**config.mk**
```make
export PLATFORM = sky130hd
export DESIGN_NAME = dgiota_sar_ctrl
export DESIGN_NICKNAME = d
export VERILOG_FILES = /design/src/rtl/dgiota_pkg.sv /design/src/rtl/dgiota_sync_2ff.sv /design/src/rtl/dgiota_sar_ctrl.sv
export SDC_FILE = /design/constraint.sdc
export NUM_CORES = 1
export LEC_CHECK = 0
export CAP_MARGIN = 20
export CORE_MARGIN = 2
export CORE_UTILIZATION = 25
export DETAILED_ROUTE_END_ITERATION = 10
export PLACE_DENSITY = 0.5
export RECOVER_POWER = 25
export SYNTH_ARGS = -nofsm -noshare
export SYNTH_HDL_FRONTEND = slang
export SYNTH_HIERARCHICAL = 1
export SYNTH_SLANG_ARGS = --single-unit
```
**constraint.sdc**
```tcl
create_clock -name clk -period 2.2 [get_ports clk]
set_clock_uncertainty 0.15 [all_clocks]
set_input_delay 0.44 -clock clk [delete_from_list [all_inputs] [get_ports clk]]
set_output_delay 0.44 -clock clk [all_outputs]
set_load 0.02 [all_outputs]
```
**src/rtl/dgiota_pkg.sv**
```systemverilog
// Shared types and constants for the dgiota SAR controller slice.
package dgiota_pkg;

  typedef enum logic [1:0] {
    IDLE   = 2'd0,
    SETTLE = 2'd1,
    SAMPLE = 2'd2
  } sar_state_t;

  localparam int SYNC_STAGES  = 2;
  localparam int DEF_WIDTH    = 8;
  localparam int DEF_SETTLE_W = 4;

  function automatic int idx_width(input int w);
    return (w > 1) ? $clog2(w) : 1;
  endfunction

endpackage

```
**src/rtl/dgiota_sync_2ff.sv**
```systemverilog
// Two-flop synchronizer with asynchronous active-high reset.
module dgiota_sync_2ff #(
  parameter int WIDTH = 1
) (
  input  logic             clk,
  input  logic             rst,
  input  logic [WIDTH-1:0] i_d,
  output logic [WIDTH-1:0] o_q
);

  logic [WIDTH-1:0] r_meta;
  logic [WIDTH-1:0] r_sync;

  always_ff @(posedge clk or posedge rst) begin
    if (rst) begin
      r_meta <= '0;
      r_sync <= '0;
    end else begin
      r_meta <= i_d;
      r_sync <= r_meta;
    end
  end

  assign o_q = r_sync;

endmodule

```
**src/rtl/dgiota_sar_ctrl.sv**
```systemverilog
// Successive-approximation controller driving the analog macro's DAC code.
// Optional macro SAR_SETTLE_EN: adds settle_cycles extra settle cycles per bit.
module dgiota_sar_ctrl
  import dgiota_pkg::*;
#(
  parameter int WIDTH    = DEF_WIDTH,
  parameter int SETTLE_W = DEF_SETTLE_W
) (
  input  logic                clk,
  input  logic                rst,
  input  logic                start,
  input  logic                abort,
  input  logic [SETTLE_W-1:0] settle_cycles,
  input  logic                comp_in,
  output logic [WIDTH-1:0]    dac_code,
  output logic                busy,
  output logic [WIDTH-1:0]    result,
  output logic                result_valid
);

  localparam int IDX_W = idx_width(WIDTH);
`ifdef SAR_SETTLE_EN
  localparam int CNT_W = SETTLE_W + 1;
`else
  localparam int CNT_W = 1;
`endif

  sar_state_t       r_state;
  logic [WIDTH-1:0] r_dac;
  logic [WIDTH-1:0] r_result;
  logic             r_valid;
  logic             r_busy;
  logic [IDX_W-1:0] r_idx;
  logic [CNT_W-1:0] r_cnt;

  logic             w_comp_s;
  logic [CNT_W-1:0] w_load;
  logic [WIDTH-1:0] w_kept;
  logic [WIDTH-1:0] w_next;

  dgiota_sync_2ff #(.WIDTH(1)) u_sync (
    .clk (clk),
    .rst (rst),
    .i_d (comp_in),
    .o_q (w_comp_s)
  );

  // Reload value is N-1; the SETTLE count covers the synchronizer latency.
`ifdef SAR_SETTLE_EN
  assign w_load = CNT_W'(SYNC_STAGES - 1) + CNT_W'(settle_cycles);
`else
  logic w_unused_settle;
  assign w_unused_settle = ^settle_cycles;
  assign w_load          = CNT_W'(SYNC_STAGES - 1);
`endif

  always_comb begin
    w_kept        = r_dac;
    w_kept[r_idx] = w_comp_s;
    w_next        = w_kept;
    if (r_idx != '0) w_next[IDX_W'(r_idx - 1'b1)] = 1'b1;
  end

  always_ff @(posedge clk or posedge rst) begin
    if (rst) begin
      r_state  <= IDLE;
      r_dac    <= '0;
      r_result <= '0;
      r_valid  <= 1'b0;
      r_busy   <= 1'b0;
      r_idx    <= '0;
      r_cnt    <= '0;
    end else begin
      r_valid <= 1'b0;
      case (r_state)
        IDLE: begin
          if (start && !abort) begin
            r_state <= SETTLE;
            r_dac   <= {1'b1, {(WIDTH-1){1'b0}}};
            r_idx   <= IDX_W'(WIDTH - 1);
            r_cnt   <= w_load;
            r_busy  <= 1'b1;
          end
        end
        SETTLE: begin
          if (abort) begin
            r_state <= IDLE;
            r_dac   <= '0;
            r_busy  <= 1'b0;
          end else if (r_cnt == '0) begin
            r_state <= SAMPLE;
          end else begin
            r_cnt <= r_cnt - 1'b1;
          end
        end
        SAMPLE: begin
          if (abort) begin
            r_state <= IDLE;
            r_dac   <= '0;
            r_busy  <= 1'b0;
          end else if (r_idx != '0) begin
            r_state <= SETTLE;
            r_dac   <= w_next;
            r_idx   <= r_idx - 1'b1;
            r_cnt   <= w_load;
          end else begin
            r_state  <= IDLE;
            r_dac    <= w_kept;
            r_result <= w_kept;
            r_valid  <= 1'b1;
            r_busy   <= 1'b0;
          end
        end
        default: begin
          r_state <= IDLE;
          r_dac   <= '0;
          r_busy  <= 1'b0;
        end
      endcase
    end
  end

  assign dac_code     = r_dac;
  assign busy         = r_busy;
  assign result       = r_result;
  assign result_valid = r_valid;

endmodule

```
Yosys cells after proc, flatten, opt, wreduce, memory -nomap -nowiden
Cells that the tools add are included.
W data, S select, Z words.
Operators by class
  add/sub/neg operators: 2
  $mul: 0
  divide/modulo/power cells: 0
  magnitude comparators: 4
  eq/ne operators: 9
  shift operators: 0
  muxes and demuxes: 33
  bitwise gates (word level): 3
  reduce and logical (&&, ||, !) cells: 14
Operator list (count)
  $mux W8: 4
  $pmux W8 S3: 1
  $mux W1: 15
  $ne A2 B2 Y1 const B: 5
  $mux W3: 3
  $bwmux W8: 1
  $lt A3 B4 Y1 const B: 2
  $or A8 B8 Y8: 1
  $demux W1 S3: 2
  $ge A3 B1 Y1 const B: 2
  $mux W2: 3
  $ne A3 B3 Y1 const B: 2
  $pmux W1 S3: 2
  $pmux W2 S3: 1
  $pmux W3 S2: 1
  $reduce_and A3 Y1: 2
  $reduce_bool A3 Y1: 2
  $reduce_and A5 Y1: 1
  $reduce_and A2 Y1: 2
  $reduce_and A4 Y1: 1
  $logic_and A1 B1 Y1: 3
  $sub A3 B1 Y3 const B: 1
  $eq A2 B1 Y1 const B: 1
  $eq A2 B2 Y1 const B: 1
  other kinds (5): 6
Storage, ports and cells
  register bits after elaboration: 26
  latch bits: 0
  RAM bits: 0
  bits in read-only memories: 0
  logic and storage cells: 74
  memories: 0

Depth between registers and ports, before layout
Gate-level depths: netlist of the first run.
  depth after elaboration: 9
  mapped depth: 8

Cells and area by module
The synthesis of the first run kept the hierarchy.
By module, submodules not included
  dgiota_sar_ctrl: times used 1, cells an instance 122, area an instance 1262.5 µm²
  dgiota_sync_2ff: times used 1, cells an instance 3, area an instance 53.8 µm²

Worst setup path after synthesis of the first run
Ideal clock, no wire load.
  path kind: register to register
  start: register r_idx[0]
  end: register r_idx[2]
  setup time: 82 ps
  arrival: 1738 ps
  path slack: 231 ps
  cell stages (with the launch flop): 8
  clock period less this slack: 1969 ps
  path through: dfrtp_1 > clkbuf_1 > inv_1 > ha_1 > nor2b_1 > a2111oi_2 > a21oi_1 > a31oi_1
Between the ends
  word-level cells in the longest chain between the ends: 4
  elaborated cells between the ends (all ways): 7
  classes of those cells: add/sub (1); eq/ne (1); mux (3); reduce/logical (2)
RTL lines
  from (decl): line dgiota_sar_ctrl.sv:33  | logic [IDX_W-1:0] r_idx;
  from (signal assigned): line dgiota_sar_ctrl.sv:80  | r_idx <= IDX_W'(WIDTH - 1);
  from (signal assigned): line dgiota_sar_ctrl.sv:104  | r_idx <= r_idx - 1'b1;
  $sub A3 B1 Y3: line dgiota_sar_ctrl.sv:104
  $mux W3: line dgiota_sar_ctrl.sv:101  | end else if (r_idx != '0) begin
  $mux W3: line dgiota_sar_ctrl.sv:97  | if (abort) begin
  $pmux W3 S2: line dgiota_sar_ctrl.sv:75  | case (r_state)
Parallel ways exist; a longest one is shown, timed or not. The select of a mux whose other input is x is not followed.
A chain may end at the register's enable or synchronous reset.

Final worst setup path of the first run
  start: input port abort
  end: register r_idx[2]
Between the ends
  word-level cells in the longest chain between the ends: 4
  elaborated cells between the ends (all ways): 5
  classes of those cells: eq/ne (2); reduce/logical (3)
RTL lines
  from (decl): line dgiota_sar_ctrl.sv:12  | input logic abort,
  $logic_not A1 Y1: line dgiota_sar_ctrl.sv:77  | if (start && !abort) begin
  $logic_and A1 B1 Y1: line dgiota_sar_ctrl.sv:77
  $ne A2 B2 Y1 (no source line)
  $reduce_and A4 Y1 (no source line) *
Every way passes the cells marked *; elsewhere a longest branch is shown, timed or not.

==> metrics.yaml, run 1 <==
detailed_routing:
  ant_nets: 0
  num_vias: 1027
  drt-pass1-iter-count: 4
  drc: 0
  dr.first_iter.drc_count: 38
  wire_per_inst_um: 13.3
  wl_um: 2980
  viasPerCell: 4.58
pwr:
  p_leak_uw: 0.000755
  pwr-share-seq: 0.432
  p_clk_frac: 0.308
  p_comb_frac: 0.261
  power.share.switching: 0.295
  vdd_drop_max_uv: 270
  power_switching_uw: 386
  p_per_area_nw_per_um2: 756
  total_power_uw: 1310
  intPower_uw: 920
floorplanning:
  initial_core_util: 0.258
  die_area_um2: 5860
  io_pins: 27
  die_x_um: 76.6
  coreArea_um2: 5110
  num_rows: 26
  die_h_um: 76.6
yosys:
  syn_inst: 125
  ys_ff_latch: 26
  syn_nets: 136
  ys_async_sr_fraction: 1.00
  ys.flop_type: "dfrtp_1"
  syn_area_per_cell_um2: 10.5
  synth.most_common_cell: "dfrtp_1"
  netlist_area_um2: 1320
  ys_warn_count: 6
  yosysUniqueCellTypes: 38
  yosys-top-cells-count: "dfrtp_1, a21oi_1, nor2_1"
  synth_area_leader_cell: "dfrtp_1"
  synthTopCellsByArea: "dfrtp_1, mux2i_1, a21oi_1"
  yosysTopAreaCellShare: 0.494
  seq_area_frac_synth: 0.494
  synth_edf_count: 0
clock_tree:
  cts_hold_buf: 0
  insertion_delay_ns: 0.28
  cts_num_sinks: 26
  cts_buffers: 3
  cts_root_buffer: "clkbuf_8"
  clkTransAtPathRegs_ns: 0.10
  cts_buffer_depth: 2
  cts_tree: "built"
  cts-htree-levels: 1
timing:
  tightest_slew_ns: 0.605
  setup_ws_ns: 0.185
  finalSetupViolCount: 0
  relSlewSlack: 0.597
  hold_viol: 0
  slew_violations: 0
  rsz0062_at_grt: "false"
  hold_slack_ns: 0.210
  period_needed_ns: 2.02
  tns_ns: 0
  period_share: 0.916
  fmax_mhz: 496
critical_path:
  crit_path_end_kind: "flop"
  path_max_fanout: 6
  startpoint_type: "input pin"
  crit_arrival_ns: 2.01
  critPathKind: "input pin to flop"
  worst_ep_required_time_ns: 2.19
placement:
  gp_congestion: 0.807
  dp_hpwl_um: 2130
  portBuffers: 22
  place_ws_ns: -0.253
finish:
  syn_to_final_growth_pct: 31.3
  diodes: 0
  fin_util: 0.338
  final_layout_size_suffix_gt1_frac: 0.149
  nNetsFinal: 166
hold_path:
  hold_path.class: "flop to flop"
run_status:
  outcome: "finished clean"
global_route:
  grt_first_pass_wirelength_um: 5270
  antenna_found_initial: 0
  track_usage: 0.110
  grt_max_degree: 25
  first_global_vias: 1085
  grt_overflow_total: 0
run:
  drv_cap: 0
## critical path, stage by stage
cell             delay [ns]
clkdlybuf4s50_1        0.49
or3b_1                 0.51
or3_1                  0.35
a21oi_1                0.16
a31oi_1                0.06
## through the flow
stage | cell area, um2 | instances
5_1_grt | 1730 | 224
6_report | 1730 | 224
2_1_floorplan | 1320 | 125
3_5_place_dp | 1650 | 220
4_1_cts | 1730 | 224
3_3_place_gp | 1650 | 220
## timing repair
action	CTS	global route
setup endpoints to repair	0	5
buffers inserted	0	0
gates resized for setup	0	1
## path summary, 6_finish.rpt
path,start,endpoint,slack (ns),cells past startpoint
min,u_sync/r_meta$_DFF_PP0_,u_sync/o_q$_DFF_PP0_,0.21,0
min reg2reg,u_sync/r_meta$_DFF_PP0_,u_sync/o_q$_DFF_PP0_,0.21,0
max in group asynchronous,rst,dac_code[7]$_DFFE_PP0P_,0.88,3
max,abort,r_idx[2]$_DFFE_PP0P_,0.18,5
min in group asynchronous,rst,u_sync/o_q$_DFF_PP0_,0.31,2
max reg2reg,r_state[1]$_DFFE_PP0P_,r_idx[2]$_DFFE_PP0P_,0.28,4
## layout by cell type (no fill, tap or decap), types with 2 or more instances in the layout
master	synthesis	final
dfrtp_1	26	26
clkdlybuf4s50_1	0	20
a21oi_1	13	13
nor2_1	12	12
buf_4	0	11
mux2i_1	7	7
inv_1	6	6
nand2_1	5	5
nand3_1	4	4
o21ai_0	4	4
a2bb2oi_1	4	4
nor3b_1	3	3
o31ai_1	3	3
clkbuf_8	0	3
o221ai_1	2	2
nand3b_1	2	2
mux2_2	2	2
a31oi_1	2	2
o32a_1	2	2
ha_1	2	2
dlygate4sd3_1	0	2
## layout make-up
type,count,area [um2]
Timing Repair Buffer,34,308
Clock buffer,3,41.3
Tap cell,70,87.6
Multi-Input combinational cell,84,588
Sequential cell,26,651
Clock inverter,1,30.0
Fill cell,528,3380
Inverter,6,22.5
## metal layers
metal / routed length [um] / part of all wire / vias to the layer above / GRT usage
li1: - / - / 504 / -
met1: 1450 / 0.49 / 499 / 0.140
met2: 1340 / 0.45 / 20 / 0.184
met3: 159 / 0.053 / 4 / 0.0284
met4: 29 / 0.0097 / 0 / 0.0291
met5: 0 / 0 / - / 0
## power by group through the flow
| stage | combinational (uW) | sequential (uW) | clock (uW) |
|---|---|---|---|
| 2_1_floorplan | 215 | 573 | 0 |
| 3_3_place_gp | 339 | 572 | 0 |
| 3_5_place_dp | 345 | 572 | 0 |
| 4_1_cts | 346 | 564 | 411 |
| 5_1_grt | 377 | 573 | 435 |
| 6_report | 340 | 564 | 402 |
## kinds of logic after synthesis
kind of cell             count (synthesis)  share of synthesized area
AO/OA/AOI/OAI                           37                      0.194
XOR/XNOR                                 2                     0.0133
adder cells (fa/ha/maj)                  2                     0.0190
buffers and inverters                   15                     0.0627
flip-flops                              26                      0.494
multiplexers                             9                     0.0703
AND/OR/NAND/NOR                         34                      0.146
## state kept, by name (all words and copies together), names as in the netlist
name           flops
dac_code           8
result             8
r_idx              3
r_state            2
busy               1
r_cnt              1
result_valid       1
u_sync/o_q         1
u_sync/r_meta      1
(Power assumes the default switching activity.)
==> run 2: changes to the inputs <==
- CORE_MARGIN: 2 -> 3
==> run 2 against run 1 <==
Compared with the run above:
- final area fell by 1.2%
- first-iteration DRC count fell by 32%
- non-clock buffer count did not move
- clock-buffer cell count is 1 higher
- global-route usage increased by 0.52 points
==> metrics.yaml, run 2 (same netlist as run 1, synthesis figures left out) <==
placement:
  portBuffers: 22  # unchanged
  place_area_um2: 1650  # about the same
  gp_congestion: 0.743  # was 0.807
  dp_hpwl_um: 2380  # was 2130 um
  place_ws_ns: -0.266  # was -0.253 ns
  placed_cells: 217  # was 220
critical_path:
  crit_start: "abort"  # unchanged
  slowest_stage: "or3b_1"  # unchanged
  crit_chain: "clkdlybuf4s50_1 > or3b_1 > or3_1 > a21oi_1 > a31oi_1"  # unchanged
  r2r_slack_ns: 0.29  # was 0.28 ns
  startpoint_type: "input pin"  # unchanged
  path_max_fanout: 5  # was 6
  crit_path_end_kind: "flop"  # unchanged
  worst_ep_required_time_ns: 2.18  # was 2.19 ns
  worstRegToRegCells: 4  # unchanged
  reg2reg_from: "r_state[1]$_DFFE_PP0P_"  # unchanged
  critPathCapture: "r_idx[2]$_DFFE_PP0P_"  # unchanged
  slowest_delay_ns: 0.50  # was 0.51 ns
  worstReg2RegEnd: "r_idx[2]$_DFFE_PP0P_"  # unchanged
  crit_arrival_ns: 1.98  # was 2.01 ns
  critPathKind: "input pin to flop"  # unchanged
timing:
  slew_violations: 0  # unchanged
  tightest_slew_ns: 0.598  # was 0.605 ns
  fmax_mhz: 500  # was 496 MHz
  rsz0062_at_grt: "false"  # unchanged
  hold_viol: 0  # unchanged
  period_share: 0.909  # was 0.916
  period_needed_ns: 2.00  # was 2.02 ns
  setup_ws_ns: 0.199  # was 0.185 ns
  relSlewSlack: 0.601  # was 0.597
  tns_ns: 0  # unchanged
  finalSetupViolCount: 0  # unchanged
floorplanning:
  die_h_um: 78.6  # was 76.6 um
  initial_core_util: 0.268  # was 0.258
  io_pins: 27  # unchanged
  die_area_um2: 6170  # was 5860 um2
  coreArea_um2: 4910  # was 5110 um2
  die_x_um: 78.6  # was 76.6 um
  num_rows: 25  # was 26
finish:
  final_cell_mix: "dfrtp_1, clkdlybuf4s50_1, a21oi_1"  # unchanged
  fillers: 512  # was 528
  fin_util: 0.348  # was 0.338
  fin_cells: 221  # was 224
  syn_to_final_growth_pct: 29.8  # was 31.3%
  fin_area_um2: 1710  # was 1730 um2
  final_common_cell: "dfrtp_1"  # unchanged
  nNetsFinal: 166  # unchanged
  final_layout_size_suffix_gt1_frac: 0.149  # unchanged
  diodes: 0  # unchanged
detailed_routing:
  dr.first_iter.drc_count: 26  # was 38
  wire_per_inst_um: 14.5  # was 13.3 um
  wl_um: 3210  # was 2980 um
  num_vias: 1074  # was 1027
  drc: 0  # unchanged
  drt-pass1-iter-count: 4  # unchanged
  ant_nets: 0  # unchanged
  dr_wl_met2_um: 1540  # was 1340 um
  met1Wirelength_um: 1470  # was 1450 um
  viasPerCell: 4.86  # was 4.58
  highest_layer: "met4"  # unchanged
  wl_met3_um: 161  # was 159 um
global_route:
  first_global_vias: 1194  # was 1085
  grt_overflow_total: 0  # unchanged
  grt_max_degree: 25  # unchanged
  track_usage: 0.115  # was 0.110
  antenna_found_initial: 0  # unchanged
  grt_first_pass_wirelength_um: 5720  # was 5270 um
clock_tree:
  cts-htree-levels: 1  # unchanged
  cts_buffer_depth: 2  # unchanged
  cts_tree: "built"  # unchanged
  clkTransAtPathRegs_ns: 0.09  # was 0.10 ns
  insertion_delay_ns: 0.27  # was 0.28 ns
  cts_num_sinks: 26  # unchanged
  cts_hold_buf: 0  # unchanged
  cts_buffers: 3  # unchanged
  cts_root_buffer: "clkbuf_8"  # unchanged
pwr:
  p_leak_uw: 0.000749  # was 0.000755 uW
  vdd_drop_max_uv: 244  # was 270 uV
  p_per_area_nw_per_um2: 718  # was 756 nW/um2
hold_path:
  hold_path.class: "flop to flop"  # unchanged
run:
  drv_cap: 0  # unchanged
run_status:
  outcome: "finished clean"  # unchanged
==> run 2: cell count changes in the layout (fill, tap and decap cells not counted), sizes merged <==
| cell | change |
|---|---|
| bufinv | -1 |
| clkbuf | +1 |
==> run 2: how the worst min path moves through the flow <==
stage / start / end / cells past startpoint
after global placement: u_sync/r_meta$_DFF_PP0_ / u_sync/o_q$_DFF_PP0_ / 0
final: u_sync/r_meta$_DFF_PP0_ / u_sync/o_q$_DFF_PP0_ / 0
after detailed placement: u_sync/r_meta$_DFF_PP0_ / u_sync/o_q$_DFF_PP0_ / 0
after CTS: rst / u_sync/r_meta$_DFF_PP0_ / 2
after global routing: u_sync/r_meta$_DFF_PP0_ / u_sync/o_q$_DFF_PP0_ / 0
after floorplan: rst / u_sync/o_q$_DFF_PP0_ / 1
==> run 2: cell type report <==
type                            count  area [um2]  share of cell area
Sequential cell                    26         651               0.381
Timing Repair Buffer               34         308               0.180
Inverter                            6        22.5              0.0132
Tap cell                           67        83.8              0.0491
Multi-Input combinational cell     84         588               0.344
Clock buffer                        4        55.1              0.0322
==> run 2: layer usage <==
layer  track usage  up-vias
met5             0        -
met4        0.0385        0
met3        0.0252        4
met2         0.190       34
met1         0.148      524
li1              -      512
==> run 2: stage by stage <==
step	hold WS, ns	total power, uW
after floorplan	0.0312	788
after detailed placement	0.190	922
after CTS	0.185	1240
after global placement	0.185	913
final	0.208	1230
after global routing	0.228	1300
==> run 2: worst max-delay path: cells and delay by family <==
family                 cells  cell delay [ns]
and+or+nand+nor            2             0.84
buffers and inverters      1             0.49
AOI/OAI and AO/OA          2             0.21
==> run 2: what timing repair did <==
item,in CTS,in global routing
resized for setup,0,1
setup endpoints to repair,0,7
setup buffers,0,0
==> run 2: where the power goes <==
part	total [uW]	leakage (uW)	internal (uW)	switching (uW)
Clock	314	0.0000288	160	154
Combinational	347	0.000386	159	188
Sequential	565	0.000334	520	45.1
Total	1230	0.000749	838	387
